File: config.mk
export PLATFORM = sky130hd
export DESIGN_NAME = imem_loader
export DESIGN_NICKNAME = d
export VERILOG_FILES = /design/src/rtl/mips_pkg.sv /design/src/rtl/byte_packer.sv /design/src/rtl/imem_loader.sv
export SDC_FILE = /design/constraint.sdc
export NUM_CORES = 1
export LEC_CHECK = 0
export ABC_AREA = 1
export CORE_AREA = 5 5 84 117
export DETAILED_ROUTE_END_ITERATION = 10
export DIE_AREA = 0 0 89 122
export PLACE_DENSITY = 0.54
export SKIP_CTS_REPAIR_TIMING = 1
export SKIP_LAST_GASP = 1
export SLEW_MARGIN = 20
export SYNTH_ARGS = -nofsm -noshare
export SYNTH_HDL_FRONTEND = slang
export SYNTH_SLANG_ARGS = --single-unit
File: constraint.sdc
create_clock -name clk -period 1.6 [get_ports clk]
set_input_delay 0.32 -clock clk [delete_from_list [all_inputs] [get_ports clk]]
set_output_delay 0.32 -clock clk [all_outputs]
set_load 0.01 [all_outputs]
File: src/rtl/mips_pkg.sv
// Shared constants and state encoding for the instruction-memory loader.
// States are plain logic constants so the encoding stays visible in waveforms.
package mips_pkg;

  localparam int WORD_BYTES = 4;
  localparam int BYTE_W     = 8;
  localparam int INSTR_W    = 32;

  typedef logic [2:0] state_t;

  localparam state_t ST_IDLE  = 3'd0;
  localparam state_t ST_RECV  = 3'd1;
  localparam state_t ST_WRITE = 3'd2;
  localparam state_t ST_FIN   = 3'd3;
  localparam state_t ST_CHK   = 3'd4;

endpackage

File: src/rtl/byte_packer.sv
// Big-endian byte-to-word assembler: the first byte of each group of four ends
// up in the most significant lane. o_word_valid flags the byte completing a word.
module byte_packer
  import mips_pkg::*;
(
  input  logic               clk,
  input  logic               rst,
  input  logic               i_clr,
  input  logic               i_byte_valid,
  input  logic [BYTE_W-1:0]  i_byte,
  output logic [INSTR_W-1:0] o_word,
  output logic               o_word_valid
);

  logic [1:0]         r_cnt;
  logic [INSTR_W-1:0] r_word;

  // NOTE: sequential state uses non-blocking assignments and an asynchronous
  // reset in the sensitivity list, so reset acts without waiting for a clock.
  always_ff @(posedge clk or posedge rst) begin
    if (rst) begin
      r_cnt  <= '0;
      r_word <= '0;
    end else if (i_clr) begin
      r_cnt  <= '0;
      r_word <= '0;
    end else if (i_byte_valid) begin
      r_word <= {r_word[INSTR_W-BYTE_W-1:0], i_byte};
      r_cnt  <= r_cnt + 2'd1;
    end
  end

  assign o_word       = r_word;
  assign o_word_valid = i_byte_valid && (r_cnt == 2'(WORD_BYTES - 1));

endmodule

File: src/rtl/imem_loader.sv
// Byte-stream program loader: fills instruction memory from word 0, stalls the
// CPU meanwhile and pulses pc_clear at the end. IMEM_LOADER_CHECKSUM_EN adds a trailing XOR check byte.
module imem_loader
  import mips_pkg::*;
#(
  parameter int IM_DEPTH = 256,
  parameter int ADDR_W   = 8
) (
  input  logic               clk,
  input  logic               rst,
  input  logic               start,
  input  logic [ADDR_W:0]    word_count,
  input  logic [BYTE_W-1:0]  rx_data,
  input  logic               rx_valid,
  output logic               rx_ready,
  output logic               im_we,
  output logic [ADDR_W-1:0]  im_addr,
  output logic [INSTR_W-1:0] im_wdata,
  output logic               cpu_hold,
  output logic               pc_clear,
  output logic               busy,
  output logic               done,
  output logic               err
);

  localparam logic [ADDR_W:0] DEPTH_L = (ADDR_W + 1)'(IM_DEPTH);
  localparam logic [ADDR_W:0] ONE_L   = (ADDR_W + 1)'(1);

  state_t              r_state;
  logic [ADDR_W-1:0]   r_word_idx;
  logic [ADDR_W-1:0]   r_last_idx;
  logic                r_err;

  logic                w_accept;
  logic                w_start;
  logic                w_too_big;
  logic                w_go;
  logic                w_last;
  logic                w_pack_valid;
  logic                w_word_valid;
  logic [INSTR_W-1:0]  w_word;

  assign w_accept     = rx_valid && rx_ready;
  assign w_start      = start && (r_state == ST_IDLE);
  assign w_too_big    = word_count > DEPTH_L;
  assign w_go         = w_start && !w_too_big;
  assign w_last       = (r_word_idx == r_last_idx);
  assign w_pack_valid = w_accept && (r_state == ST_RECV);

  byte_packer u_packer (
    .clk          (clk),
    .rst          (rst),
    .i_clr        (w_go),
    .i_byte_valid (w_pack_valid),
    .i_byte       (rx_data),
    .o_word       (w_word),
    .o_word_valid (w_word_valid)
  );

`ifdef IMEM_LOADER_CHECKSUM_EN
  logic [BYTE_W-1:0] r_xsum;

  always_ff @(posedge clk or posedge rst) begin
    if (rst) begin
      r_xsum <= '0;
    end else if (w_go) begin
      r_xsum <= '0;
    end else if (w_pack_valid) begin
      r_xsum <= r_xsum ^ rx_data;
    end
  end
`endif

  // Only the count's last index is kept; a zero count bypasses RECV entirely.
  always_ff @(posedge clk or posedge rst) begin
    if (rst) begin
      r_state    <= ST_IDLE;
      r_word_idx <= '0;
      r_last_idx <= '0;
      r_err      <= 1'b0;
    end else begin
      case (r_state)
        ST_IDLE: begin
          if (w_start) begin
            if (w_too_big) begin
              r_err <= 1'b1;
            end else begin
              r_err      <= 1'b0;
              r_word_idx <= '0;
              r_last_idx <= ADDR_W'(word_count - ONE_L);
              r_state    <= (word_count == '0) ? ST_FIN : ST_RECV;
            end
          end
        end
        ST_RECV: begin
          if (w_word_valid) r_state <= ST_WRITE;
        end
        ST_WRITE: begin
          if (w_last) begin
`ifdef IMEM_LOADER_CHECKSUM_EN
            r_state <= ST_CHK;
`else
            r_state <= ST_FIN;
`endif
          end else begin
            r_word_idx <= r_word_idx + 1'b1;
            r_state    <= ST_RECV;
          end
        end
`ifdef IMEM_LOADER_CHECKSUM_EN
        ST_CHK: begin
          if (w_accept) begin
            if (rx_data != r_xsum) r_err <= 1'b1;
            r_state <= ST_FIN;
          end
        end
`endif
        ST_FIN:  r_state <= ST_IDLE;
        default: r_state <= ST_IDLE;
      endcase
    end
  end

  // NOTE: outputs are continuous functions of registered state, so every
  // path is assigned and no latch can be inferred.
`ifdef IMEM_LOADER_CHECKSUM_EN
  assign rx_ready = (r_state == ST_RECV) || (r_state == ST_CHK);
`else
  assign rx_ready = (r_state == ST_RECV);
`endif
  assign im_we    = (r_state == ST_WRITE);
  assign im_addr  = r_word_idx;
  assign im_wdata = w_word;
  assign busy     = (r_state != ST_IDLE);
  assign cpu_hold = busy;
  assign pc_clear = (r_state == ST_FIN);
  assign done     = (r_state == ST_FIN) && !r_err;
  assign err      = r_err;

endmodule

==> results.sh <==
export IMPL_synth_seq_cells=53
export IMPL_seq_area_frac_synth_pct=52.2
export IMPL_avgSynthCellArea_um2=8.56
export IMPL_grt_max_degree=54
export IMPL_mostFrequentLayoutCell="clkdlybuf4s50_1"
export IMPL_hp_class="in -> reg"
export IMPL_post_drt_via_cell_ratio=4.62
export IMPL_end_kind="output pin"
export IMPL_grt_total_usage_pct=13.2
export IMPL_fin_skew_ns=0.00702
export IMPL_synthDistinctLibCells=27
export IMPL_min_period_ns=1.78
export IMPL_critPathMaxFanout=6
export IMPL_clock_path_buffers=2
export IMPL_clock_latency_ns=0.29
export IMPL_htree_levels=2
export IMPL_layout_common_cells="clkdlybuf4s50_1 (57), nand2_1 (54), dfrtp_1 (47), inv_1 (43), nand3_1 (34)"
export IMPL_setup_viol=1
export IMPL_max_stage_delay_ns=0.54
export IMPL_status="finished, violations left"
export IMPL_yosys_warnings=0
export IMPL_drt_pass1_iter_count=4
export IMPL_cts_root_buf="clkbuf_16"
export IMPL_wirelength_um=7100
export IMPL_vias=2342
export IMPL_setup_ws_ns=-0.177
export IMPL_syn2layout_area_growth_pct=53.5
export IMPL_die_area_um2=10900
export IMPL_syn_cell_area_um2=2540
export IMPL_power_density_nw_per_um2=1670
export IMPL_cts_sinks=53
export IMPL_violations="setup timing"
export IMPL_cts_tree="built"
export IMPL_core_area_um2=8770
export IMPL_grt_pass1_vias=2353
export IMPL_clkSlewWorstSetupHoldPaths_ns=0.06
export IMPL_cp_start_kind="flip-flop"
export IMPL_pin_count=68
export IMPL_start_util_pct=29.0
export IMPL_vdd_drop_max_mv=1.07
export IMPL_overflow=0
export IMPL_final_nets=425
export IMPL_fmax_mhz=563
export IMPL_numPortBuffers=67
export IMPL_tightestPinTransition_ns=0.293
export IMPL_dp_cells=487
export IMPL_dieHeight_um=122
export IMPL_antenna_cells=0
export IMPL_stdcell_count=507
export IMPL_hpwl_um=5000
export IMPL_finalMaxSlewViolations=0
export IMPL_path_cells="nand2_2 -> nor2_1 -> clkdlybuf4s50_1"
export IMPL_crit_family="buffers and inverters"
export IMPL_grt_antenna_before_repair=0
export IMPL_rsz0062_at_grt="true"
export IMPL_cts_made_buffers=5
export IMPL_period_share_pct=111
export IMPL_drive_gt1_share_pct=19.0
export IMPL_max_cap_violations=0
export IMPL_hold_viol=0
export IMPL_worstPathArrival_ns=1.46
export IMPL_relSlewSlack_pct=80.5
export IMPL_syn_inst=297
export IMPL_row_count=41
export IMPL_cp_num_buf_inv=1
export IMPL_cp_slowest_cell="clkdlybuf4s50_1"
export IMPL_dieWidth_um=89
export IMPL_fillerInstances=882
export IMPL_cp_required_ns=1.28
export IMPL_drtAntennaViolNets=0
export IMPL_drtIter0Drc=75
export IMPL_wl_per_cell_um=14.0
export IMPL_register_area_um2=1330
export IMPL_synth_nets=322
export IMPL_p_leak_nw=1.93
export IMPL_critical_path_class="reg -> out"
export IMPL_multi_input_area_um2=1010
export IMPL_fin_util_pct=44.5
export IMPL_drc_errors=0
export IMPL_gp_congestion=0.786
export IMPL_grt_pass1_wl_um=11300
worst min-delay path, cell delays in order:
cell and delay (ns):
dlymetal6s2s_1 0.12, buf_4 0.13, o21ai_1 0.06
worst paths after layout:
path / startpoint / to / slack (ns) / depth (start not counted)
setup / recovery: r_state[0]$_DFFE_PP0P_ / done / -0.18 / 3
hold / removal: word_count[0] / r_last_idx[0]$_DFFE_PP0P_ / 0.38 / 3
setup reg to reg: r_state[1]$_DFFE_PP0P_ / u_packer.o_word[24]$_DFFE_PP0P_ / 0.08 / 7
hold reg to reg: r_last_idx[2]$_DFFE_PP0P_ / r_last_idx[2]$_DFFE_PP0P_ / 0.50 / 2
max in group asynchronous: rst / im_addr[0]$_DFFE_PP0P_ / 0.89 / 3
min in group asynchronous: rst / u_packer.o_word[22]$_DFFE_PP0P_ / 0.44 / 3
where the power goes:
group	switching (mW)	leakage [nW]	internal (mW)
logic	1.49	1.17	1.58
clock network	0.487	0.0803	0.736
registers	0.369	0.681	1.87
total	2.34	1.93	4.18
cell usage after synthesis:
| cell | number | area [µm²] |
|---|---|---|
| a31oi_1 | 1 | 6.26 |
| o21ai_0 | 11 | 55.1 |
| dfrtp_1 | 53 | 1330 |
| clkbuf_1 | 1 | 3.75 |
| nor3_1 | 3 | 15.0 |
| buf_6 | 2 | 22.5 |
| nor2_1 | 14 | 52.6 |
| inv_2 | 3 | 11.3 |
| nand3b_1 | 1 | 7.51 |
| buf_2 | 6 | 30.0 |
| nor3b_1 | 2 | 15.0 |
| o211ai_1 | 1 | 7.51 |
| xor2_1 | 8 | 70.1 |
| buf_4 | 1 | 7.51 |
| ha_1 | 4 | 50.1 |
| nor2_2 | 5 | 31.3 |
| nand2_4 | 2 | 22.5 |
| nor2_4 | 1 | 11.3 |
| inv_1 | 46 | 173 |
| nand2_1 | 58 | 218 |
| a21oi_1 | 1 | 5.00 |
| nand2_2 | 3 | 18.8 |
| o21ai_1 | 16 | 80.1 |
| nand4_1 | 1 | 6.26 |
| nand3_1 | 34 | 170 |
| xnor2_1 | 3 | 26.3 |
| o22ai_1 | 16 | 100 |
layout make-up:
class	instances	share of cell area (%)
flip-flops and latches	53	34.2
repair buffers	106	27.4
multi-input cells	185	26.0
inverters	49	4.81
well taps	107	3.43
clock buffers	5	3.21
clock inverters	2	0.994
metal layers:
layer,global-route usage [%],part of all wire [%]
met1,15.5,39
met2,22.2,51
met3,4.94,7.8
met4,4.00,1.5
met5,0,0
through the flow:
stage | TNS [ns] | worst slack (ns) | power, mW | hold slack [ns] | area [µm²]
finish | -0.177 | -0.177 | 6.53 | 0.383 | 3900
global route | -0.811 | -0.243 | 7.00 | 0.402 | 3900
CTS | -2.88 | -0.318 | 6.32 | 0.461 | 3680
detailed placement | -16.70 | -0.423 | 5.05 | 0.492 | 3520
global placement | -16.61 | -0.397 | 5.02 | 0.478 | 3520
floorplan | 0 | 0.230 | 3.64 | 0.381 | 2550
state kept, by name (all words and copies together) (netlist names):
register and cells:
im_addr 8, r_last_idx 8, err 1, u_packer.r_cnt 2
r_state 2, u_packer.o_word 32
cell families after synthesis:
logic type / synth area share (%)
buffers and inverters: 9.74
adder cells (fa/ha/maj): 1.97
flip-flops: 52.2
XOR/XNOR: 3.79
AND/OR/NAND/NOR: 22.3
AO/OA/AOI/OAI: 9.99
Power figures use the tool's default switching activity.
==> edit 1, RTL diff (same flow settings) <==
`BYTE_W`: 8 -> 9.
--- a/src/rtl/mips_pkg.sv
+++ b/src/rtl/mips_pkg.sv
@@ -3,7 +3,7 @@
 package mips_pkg;
 
   localparam int WORD_BYTES = 4;
-  localparam int BYTE_W     = 8;
+  localparam int BYTE_W     = 9;
   localparam int INSTR_W    = 32;
 
   typedef logic [2:0] state_t;
Ports: changed (resized rx_data); port bits go from 68 to 69. The function was not compared with the original's and may differ.
==> edit 1 against the original RTL <==
- wire length fell by 7.2%
- sequential share of layout area is 0.63 points higher
- first-iteration DRC count decreased by 37%
- synthesized cell count decreased by 0.67%
- global-route usage about the same
- die area did not move
- critical path depth decreased by 2
- synthesized area up 1.0%
- non-clock buffer count is 11 lower
- power shrank 4.9%
- cell area decreased by 1.5%
- worst setup slack improved by 0.24 ns
- sequential cell count unchanged
==> edit 1: results (changes against the original RTL) <==
| Metric | Value |
|---|---|
| Status | `complete, no violations` |
| Critical Path Max Stage Delay | `0.55 ns` |
| HPWL Detailed | `4940 um (-1.2%)` |
| Most instantiated cells after synthesis | `53 x dfrtp_1, 53 x nand2_1, 47 x inv_1, 38 x nand3_1, 16 x o21ai_0` |
| CTS buffer count | `5 (unchanged)` |
| Worst setup margin | `0.0655 ns (+0.242 ns)` |
| Vias in the first global route | `2,345 (-0.34%)` |
| Critical path's slowest cell | `clkdlybuf4s50_1` |
| Largest register FFs | `32 (unchanged)` |
| Power Clock | `1.16 mW (-5%)` |
| Dpl ws | `-0.400 ns (+0.0229 ns)` |
| CTS max path bufs | `2 (unchanged)` |
| Placer Congestion | `0.796 (+1.3%)` |
| Post-Layout Cell Count | `495 (-2.4%)` |
| 1st-iter DRT viols | `47 (-37%)` |
| Internal reg-to-reg setup slack | `0.12 ns (+0.04 ns)` |
| DP Cell Count | `482 (-1.0%)` |
| First-pass GRT wire length | `11,300 um (-0.73%)` |
| Root Buffer | `clkbuf_16` |
| CTS clk-pin slew, worst paths | `0.07 ns` |
| Routed vias | `2,212 (-5.6%)` |
| Crit path max-delay family | `buffers and inverters` |
| Port Buffer Count | `68 (+1.5%)` |
| Synth warn | `0 (unchanged)` |
| Placement Cell Area | `0.00355 sq mm (+0.75%)` |
| # diodes | `0 (unchanged)` |
| Actual slew at the worst max-slew pin | `0.287 ns (-0.00591 ns)` |
| Total Wirelength | `6590 um (-7.2%)` |
| Yosys cell types | `25 (-7.4%)` |
| Gate Count Post-Synth | `295 (-0.67%)` |
| Top cells by area, synth | `dfrtp_1 52%, nand2_1 7.7%, nand3_1 7.4%` |
| Hold depth | `3 (unchanged)` |
| Worst Skew | `0.00574 ns (-0.00129 ns)` |
| Worst Hold Class | `in -> reg` |
| Seq/Total Area, Yosys | `0.516 (-0.00534)` |
| Critical path peak fanout | `3 (-3)` |
| Arrival time at the worst endpoint | `1.21 ns (-0.25 ns)` |
| Syn Nets | `321 (-0.31%)` |
| Gr usage total | `0.132 (+0.000330)` |
| Clk_lat worst skew | `0.29 ns (about the same)` |
| Layout cells sized above 1 | `0.178 (-0.0122)` |
| Peak VDD IR | `1.01 mV (-5.7%)` |
| Pleak | `1.90 nW (-1.9%)` |
| Main synth FF type | `dfrtp_1` |
| Nets | `413 (-2.8%)` |
| Antenna violations before repair | `0 (unchanged)` |
| Pint | `3.97 mW (-5.0%)` |
| Power per cell area | `1620 mW/mm^2 (-3.4%)` |
| Worst hold slack | `0.355 ns (-0.0279 ns)` |
-- edit 1: changes by cell type in the layout (fill, tap and decap cells not counted), sizes merged, moves of 2 or more --
| cell | before | now |
|---|---|---|
| nand2 | 63 | 57 |
| nand3 | 34 | 39 |
| dlymetal6s2s | 10 | 13 |
| buf | 37 | 27 |
| xnor2 | 3 | 5 |
| clkdlybuf4s50 | 57 | 55 |
-- edit 1: worst min-delay path, delay by kind of cell --
family	cells	cell delay (ns)
AOI/OAI and AO/OA	1	0.06
buffers and inverters	2	0.23
-- edit 1: cells by family (layout without fill, tap and decap cells) --
logic type,Yosys count,after routing,share of synthesized area
XOR/XNOR,12,12,0.0409
AO/OA/AOI/OAI,43,43,0.0911
buffers and inverters,59,152,0.0935
adder cells (fa/ha/maj),4,4,0.0195
AND/OR/NAND/NOR,124,124,0.239
flip-flops,53,53,0.516
-- edit 1: area by class of cell --
class,count,area (sq um)
sequential,53,1340
inverter,49,188
clock inverter,1,8.76
timing repair buffer,95,995
tap,107,134
multi-input combinational,183,1030
fill,885,4930
clock buffer,7,153
-- edit 1: final timing paths --
kind / start / end
worst max-delay path: err / err
worst min-delay path: word_count[0] / r_last_idx[0]
worst max register to register: r_state[1] / u_packer.o_word[6]
worst min register to register: u_packer.r_cnt[1] / u_packer.r_cnt[1]
max in group asynchronous: rst / r_state[1]
min in group asynchronous: rst / r_last_idx[7]
-- edit 1: layer usage --
layer | wire, um | track usage
met1 | 2640 | 0.160
met2 | 3230 | 0.211
met3 | 604 | 0.0568
met4 | 102 | 0.0428
met5 | 0 | 0
==> edit 2, RTL diff (same settings) <==
Made on the original files. Put one more register stage on the output `err`, cleared by the reset. The value now appears one clock later. The other outputs are not delayed to match.
--- a/src/rtl/imem_loader.sv
+++ b/src/rtl/imem_loader.sv
@@ -135,7 +135,13 @@
   assign cpu_hold = busy;
   assign pc_clear = (r_state == ST_FIN);
   assign done     = (r_state == ST_FIN) && !r_err;
-  assign err      = r_err;
+  always_ff @(posedge clk or posedge rst) begin
+    if (rst) begin
+      err <= '0;
+    end else begin
+      err <= r_err;
+    end
+  end
 
 endmodule
 
Formal check against the unedited RTL: not equivalent (a bounded check fails within 4 cycles, from zero or initial values and one cycle with rst high).
==> edit 2 against the original RTL <==
- the run still ends with setup timing left
- sequential cell count rose by 1
- cell area increased by 4.0%
- clock skew decreased by 0.0029 ns
- wire length rose by 4.8%
- power rose by 4.6%
- worst setup slack worse by 0.029 ns
- worst hold slack got worse by 0.021 ns
- sequential share of layout area down 0.68 points
- synthesized area up 8.6%
- critical path type unchanged
- critical endpoint is now pc_clear
- highest routed layer unchanged
==> edit 2: results (changes against the original RTL) <==
| Metric | Value |
|---|---|
| Gr usage total | `0.140 (+0.00783)` |
| Critical path peak fanout | `5 (-1)` |
| Post-Synth Adder-Cell Area | `0.0181 (-0.00156)` |
| Worst Skew | `0.00411 ns (-0.00291 ns)` |
| R2r endpoint | `im_addr[2]` |
| Compound-gate portion of the synthesized area | `0.139 (+0.0392)` |
| Met3 GRT Util | `0.0318 (-0.0176)` |
| Largest register FFs | `32 (unchanged)` |
| Failing checks | `setup timing` |
| Antenna violations before repair | `0 (unchanged)` |
| Top cells by area, synth | `dfrtp_1 49%, nand2_1 7.6%, o22ai_2 7.2%` |
| Largest net degree at the start of global routing | `55 (+1.9%)` |
| Nets | `424 (-0.24%)` |
| Drt wl/cell | `14.7 um (+4.8%)` |
| Overall Power | `6.83 mW (+4.6%)` |
| Met1 usage | `0.168 (+0.0132)` |
| HPWL Detailed | `5310 um (+6.1%)` |
| Actual slew at the worst max-slew pin | `0.297 ns (+0.00413 ns)` |
| Most instantiated cells after synthesis | `56 x nand2_1, 54 x dfrtp_1, 48 x inv_1, 33 x nand3_1, 16 x o22ai_2` |
| Status | `finished with violations` |
| Seq/Total Area, Yosys | `0.489 (-0.0323)` |
| Via density | `4.62 (about the same)` |
| GR Util met2 | `0.250 (+0.0283)` |
| Final setup violation count | `1 (unchanged)` |
| R2R Path Start | `im_addr[4]` |
| Vias in the first global route | `2,383 (+1.3%)` |
| Yosys cell types | `30 (+11%)` |
| Syn Nets | `321 (-0.31%)` |
| Worst setup margin | `-0.206 ns (-0.0288 ns)` |
| Layout cells sized above 1 | `0.250 (+0.0600)` |
| XOR/XNOR share of the synthesized area | `0.0381 (+0.000167)` |
| Setup tns final | `-0.206 ns (-0.0288 ns)` |
| Arrival time at the worst endpoint | `1.49 ns (+0.03 ns)` |
| 1st-iter DRT viols | `70 (-6.7%)` |
| Detailed-router iteration count before antenna repair | `6 (+2)` |
| First-pass GRT wire length | `11,800 um (+4.3%)` |
## edit 2: cell types whose count changed after synthesis, moves of 4 or more
cell     unedited run  this run
buf_2               6         2
o21ai_1            16        10
o21ai_2             0         8
o22ai_1            16         0
o22ai_2             0        16
## edit 2: layer usage
metal / part of all wire / wire length (um)
met1: 0.41 / 3020
met2: 0.53 / 3960
met3: 0.052 / 386
met4: 0.0091 / 68
met5: 0 / 0
## edit 2: cells by family (layout without fill, tap and decap cells)
logic type / after synthesis / count (layout)
compound gates: 46 / 46
xor+xnor: 12 / 12
fa+ha+maj: 4 / 4
buf+inv: 60 / 162
flops: 54 / 54
simple gates: 120 / 122
## edit 2: worst max-delay path by stage
stage / from / end / slack (ns) / cells after the start
after floorplan: word_count[0] / u_packer.o_word[18] / 0.21 / 10
after global placement: word_count[0] / u_packer.o_word[6] / -0.41 / 10
after detailed placement: word_count[0] / u_packer.o_word[7] / -0.42 / 10
after CTS: r_state[1] / done / -0.34 / 3
after global routing: r_state[1] / pc_clear / -0.27 / 3
final: r_state[1] / pc_clear / -0.21 / 3
## edit 2: area by class of cell
cell class                      count  area (sq um)
Clock inverter                      2          37.5
Sequential cell                    54          1360
Clock buffer                        6           129
Inverter                           50           191
Timing Repair Buffer              104          1030
Fill cell                         829          4710
Multi-Input combinational cell    184          1180
Tap cell                          107           134
## edit 2: power by group
part           internal [mW]  switching, mW  leakage [nW]
clock                  0.740          0.501        0.0771
combinational           1.61           1.68          1.20
sequential              1.91          0.395         0.691
## edit 2: through the flow
step / worst slack (ns) / area, sq um / hold WS [ns] / utilization / std cells
after floorplan: 0.214 / 2770 / 0.375 / - / 296
after global placement: -0.408 / 3710 / 0.412 / 0.423 / 486
after detailed placement: -0.416 / 3710 / 0.410 / 0.423 / 486
after CTS: -0.341 / 3880 / 0.426 / 0.442 / 494
after global routing: -0.269 / 4060 / 0.373 / 0.463 / 507
final: -0.206 / 4060 / 0.362 / 0.463 / 507
## edit 2: worst max-delay path, cell delays in order, from the launching register on
cell and delay [ns]:
dfrtp_2 0.46, nand2_1 0.14, inv_1 0.07, clkdlybuf4s50_1 0.53
